`src/rtl/cve2_csr_access_stage.sv`:
```
// Sequences one CSR access (read/write/set/clear) into a single CSR register and returns the old value.
// Latency: write strobe in the cycle after acceptance, response valid one cycle later; one access per 3+ cycles.
// Backpressure: req_ready_o is high only in IDLE; RESP holds with stable outputs until rsp_ready_i.
module cve2_csr_access_stage #(
    parameter int unsigned      Width     = 32,
    parameter logic [Width-1:0] WriteMask = {Width{1'b1}},
    parameter bit               ReadOnly  = 1'b0
) (
    input  logic             clk_i,
    input  logic             rst_ni,
    input  logic             req_valid_i,
    output logic             req_ready_o,
    input  logic [1:0]       req_op_i,
    input  logic [Width-1:0] req_wdata_i,
    input  logic [Width-1:0] csr_rdata_i,
    input  logic             csr_rd_error_i,
    output logic [Width-1:0] csr_wr_data_o,
    output logic             csr_wr_en_o,
    output logic             rsp_valid_o,
    input  logic             rsp_ready_i,
    output logic [Width-1:0] rsp_rdata_o,
    output logic             rsp_error_o,
    output logic [7:0]       err_cnt_o
);

    typedef enum logic [1:0] {
        IDLE = 2'd0,
        EXEC = 2'd1,
        RESP = 2'd2
    } state_e;

    localparam logic [1:0] OpRead  = 2'b00;
    localparam logic [1:0] OpWrite = 2'b01;
    localparam logic [1:0] OpSet   = 2'b10;
    localparam logic [1:0] OpClear = 2'b11;

    state_e           state_q;
    logic [1:0]       op_q;
    logic [Width-1:0] operand_q;
    logic [Width-1:0] rsp_rdata_q;
    logic             rsp_error_q;
    logic [7:0]       err_cnt_q;

    logic [Width-1:0] raw_val;
    logic             write_kind;
    logic             access_err;
    logic             in_exec;

    // Set/clear with a zero operand cannot change anything, so it is treated as a pure read.
    always_comb begin
        raw_val = csr_rdata_i;
        case (op_q)
            OpRead:  raw_val = csr_rdata_i;
            OpWrite: raw_val = operand_q;
            OpSet:   raw_val = csr_rdata_i | operand_q;
            OpClear: raw_val = csr_rdata_i & ~operand_q;
            default: raw_val = csr_rdata_i;
        endcase
        write_kind = (op_q == OpWrite) ||
                     (((op_q == OpSet) || (op_q == OpClear)) && (operand_q != '0));
        access_err = csr_rd_error_i || (write_kind && ReadOnly);
        in_exec    = (state_q == EXEC);
    end

    assign csr_wr_en_o   = in_exec && write_kind && !access_err;
    assign csr_wr_data_o = in_exec ? ((csr_rdata_i & ~WriteMask) | (raw_val & WriteMask)) : '0;
    assign req_ready_o   = (state_q == IDLE);
    assign rsp_valid_o   = (state_q == RESP);
    assign rsp_rdata_o   = rsp_rdata_q;
    assign rsp_error_o   = rsp_error_q;
    assign err_cnt_o     = err_cnt_q;

    always_ff @(posedge clk_i or negedge rst_ni) begin
        if (!rst_ni) begin
            state_q     <= IDLE;
            op_q        <= 2'b00;
            operand_q   <= '0;
            rsp_rdata_q <= '0;
            rsp_error_q <= 1'b0;
            err_cnt_q   <= 8'd0;
        end else begin
            case (state_q)
                IDLE: begin
                    if (req_valid_i) begin
                        op_q      <= req_op_i;
                        operand_q <= req_wdata_i;
                        state_q   <= EXEC;
                    end
                end
                EXEC: begin
                    rsp_rdata_q <= csr_rdata_i;
                    rsp_error_q <= access_err;
                    if (access_err && (err_cnt_q != 8'hFF)) begin
                        err_cnt_q <= err_cnt_q + 8'd1;
                    end
                    state_q <= RESP;
                end
                RESP: begin
                    if (rsp_ready_i) begin
                        state_q <= IDLE;
                    end
                end
                default: state_q <= IDLE;
            endcase
        end
    end

endmodule

```
`config.mk`:
```
export PLATFORM = sky130hd
export DESIGN_NAME = cve2_csr_access_stage
export DESIGN_NICKNAME = d
export VERILOG_FILES = /design/src/rtl/cve2_csr_access_stage.sv
export SDC_FILE = /design/constraint.sdc
export NUM_CORES = 1
export LEC_CHECK = 0
export CORE_MARGIN = 2
export CORE_UTILIZATION = 30
export DETAILED_ROUTE_END_ITERATION = 16
export DONT_BUFFER_PORTS = 1
export GPL_ROUTABILITY_DRIVEN = 0
export SKIP_CTS_REPAIR_TIMING = 1
export SYNTH_ARGS = -nofsm -noshare
export SYNTH_HDL_FRONTEND = slang
export SYNTH_SLANG_ARGS = --single-unit
```
`constraint.sdc`:
```
create_clock -name clk_i -period 1.75 [get_ports clk_i]
set_input_delay 0.35 -clock clk_i [delete_from_list [all_inputs] [get_ports clk_i]]
set_output_delay 0.35 -clock clk_i [all_outputs]
set_load 0.05 [all_outputs]
```
==> summary.md <==
| Metric | Value |
|---|---|
| Synthesized-area fraction occupied by adder cells | 0.312% |
| Fillers | 1193 |
| RR Startpoint | state_q[0] |
| Die ar. | 14300 um^2 |
| Row count | between 40 and 50 |
| Vias in the first global route | 3364 |
| Final wirelength | 13.0 mm |
| Final worst slack | -0.614 ns |
| Compound-Gate Fraction of Synth Area | 11.8% |
| Slew Limit Headroom | 48.1% |
| Pin count of the biggest net entering global routing | 78 |
| Setup Skew | 0.00403 ns |
| Sequential share of the synthesized area | around half |
| Wirelength per Cell | 19.3 um |
| Core ar. | 13100 um^2 |
| Hpwl dp | 7.88 mm |
| Clock-pin slew of the registers on the worst-case setup and hold paths | around 0.060 ns |
| Mapped Cells | between 400 and 500 |
| Hold Violations, Final | slightly below 80 |
| IO buf count | 0 |
| CTS tree | yes |
| Antenna-violating nets left | 0 |
| Most used flip-flop cell after synthesis | dfrtp_1 |
| Clk sinks | 77 |
| Crit Path Max Fanout | 4 |
| Final period util | 135% |
| CP Data Required Time | 1.40 ns |
| Global-route wire length before repair | 18.3 mm |
| Distinct cells, synth | 30 |
| Overall power | about 15 mW |
| Status | complete, but fails checks |
| Maximum vdd drop | 0.988 mV |
| Post-synthesis simple-gate area fraction | a little over an eighth |
| CP Launch Type | flop |
| Root buf cell | clkbuf_16 |
| Max_cap viols | 0 |
| Initial Utilization | 30.5% |
| Max-slew violations | 0 |
| Reg2Reg Depth | 4 |
| Ys async rst share | 100% |
| Mux contribution to synthesized area | 17.8% |
| Synth-to-Final Area Change | 57.7% |
| Syn Nets | 479 |
| Die Wd | 120 um |
| Final setup vio count | 33 |
| Commonest non-fill, non-tap cell in the layout | dfrtp_1 |
| Longest Clk Path Bufs | 2 |
| Worst Setup SP | op_q[1] |
| Leakage | 2.74 nW |
| Xor/xnor share of the synthesized area | 1.53% |
| Reg2Reg Capture Point | operand_q[7] |
| Via density | 4.99 |
| Hold WC Path Type | in2async |
| Aggregate global-route resource usage | 16.6% |
| Final cell utilization of the core | 48.1% |
| H-tree depth | 3 |
| EDFF count, synth | 0 |
| Crit path time final | between 2 and 2.5 ns |
| RSZ-0062 raised after global routing | yes |
| Crit path DAT | 2.01 ns |
| Flop2flop setup slack | 0.26 ns |
| Die span in y | ~120 um |
| Fraction of layout instances using a drive strength above 1 | 46.6% |
| Top-Level Pins | between 100 and 150 |
| Fmax | around 0.42 GHz |
| Violated checks | negative hold slack, negative setup slack |
| Mapped Area | 4010 um^2 |
| Pwr/cell area | 2400 nW/um^2 |
| Most frequent cells in the layout | 75 x dfrtp_1, 51 x buf_4, 37 x buf_12 |
| Yosys reg bits | 77 |
| Initial drt markers | about 150 |
| Total congestion overflow | 0 |
| Hold Worst Slack | -0.293 ns |
| Initial antenna violation count | 1 |
| Final nets | 564 |
| Routed via count | 3361 |
| Router iterations before antenna repair | 4 |
| Crit Path Class | reg2out |
| YS warnings | 0 |
| Skew-Pair Late Insertion Delay | 0.33 ns |
| DRC viols | 0 |
| Avg Cell Area, Syn | 9.85 um^2 |
| Inserted Clock Buffers | 9 |
| Largest family of logic cells by synthesized area | multiplexers |
| CP endpoint kind | output pin |
| Tightest Pin Transition | 0.773 ns |
-- worst max-delay path, stage by stage (launching register included) --
cell	delay [ns]
dfrtp_2	0.44
buf_6	0.14
nor4b_4	0.12
nand4_1	0.18
nor3_4	0.09
nor4_4	0.72
-- through the flow --
step	setup TNS (ns)	instance area (um^2)	setup slack, ns	hold WS [ns]	cells
3_3_place_gp	-10.79	5330	-0.393	0.0563	642
6_report	-11.36	6320	-0.614	-0.293	673
2_1_floorplan	-2.63	4180	-0.108	0.0544	407
5_1_grt	-14.00	6320	-0.667	-0.315	672
3_5_place_dp	-12.27	5330	-0.454	0.0565	642
4_1_cts	-24.53	5610	-0.830	-0.312	657
-- power breakdown --
group          leakage, nW  internal (mW)  total [mW]  switching (mW)
logic                 1.67           4.21        8.85            4.65
clock network        0.139           1.07        1.79           0.718
registers            0.932           2.60        4.57            1.96
total                 2.74           7.88        15.2            7.33
-- flip-flops by register name, indices dropped and copies added (netlist names) --
name,flops
rsp_rdata_o,32
err_cnt_o,8
op_q,2
rsp_error_o,1
operand_q,32
state_q,2
-- cell families after synthesis --
| kind of cell | count (synthesis) |
|---|---|
| fa+ha+maj | 1 |
| compound gates | 66 |
| mux | 67 |
| flops | 77 |
| buf+inv | 62 |
| xor+xnor | 7 |
| simple gates | 127 |
-- cell usage after synthesis, types with 3 or more instances --
| cell | instances | area [um^2] |
|---|---|---|
| nand2_1 | 35 | 131 |
| nand4_1 | 4 | 25.0 |
| xnor2_1 | 5 | 43.8 |
| dfrtp_1 | 77 | 1930 |
| mux2_1 | 4 | 45.0 |
| clkbuf_1 | 14 | 52.6 |
| nor2_1 | 67 | 251 |
| buf_6 | 3 | 33.8 |
| buf_2 | 11 | 55.1 |
| a221oi_1 | 32 | 280 |
| o21ai_0 | 33 | 165 |
| inv_1 | 33 | 124 |
| mux2_2 | 31 | 349 |
| nor4_1 | 7 | 43.8 |
| mux2i_1 | 32 | 320 |
-- final cells by class --
cell class	instances	area, um^2	share of cell area [%]
tap	176	220	3.48
antenna	1	2.50	0.0396
sequential	77	1930	30.5
timing repair buffer	102	1330	21.0
multi-input combinational	269	2440	38.6
inverter	33	124	1.96
clock buffer	14	274	4.33
clock inverter	1	5.00	0.0791
-- worst max-delay path by stage --
stage	end	slack (ns)	depth (start not counted)
floorplan	csr_wr_data_o[0]	-0.11	4
finish	csr_wr_en_o	-0.61	5
global route	csr_wr_en_o	-0.67	5
global placement	csr_wr_data_o[26]	-0.39	5
CTS	csr_wr_data_o[26]	-0.83	5
detailed placement	csr_wr_data_o[26]	-0.45	5
-- routing by layer --
metal | global-route usage [%] | vias to the layer above | wire length (um)
met1 | 20.3 | 1646 | 5360
met4 | 6.18 | 0 | 231
met3 | 5.32 | 15 | 763
met5 | 0 | - | 0
li1 | - | 1598 | -
met2 | 27.4 | 102 | 6640
(Power assumes the default switching activity.)
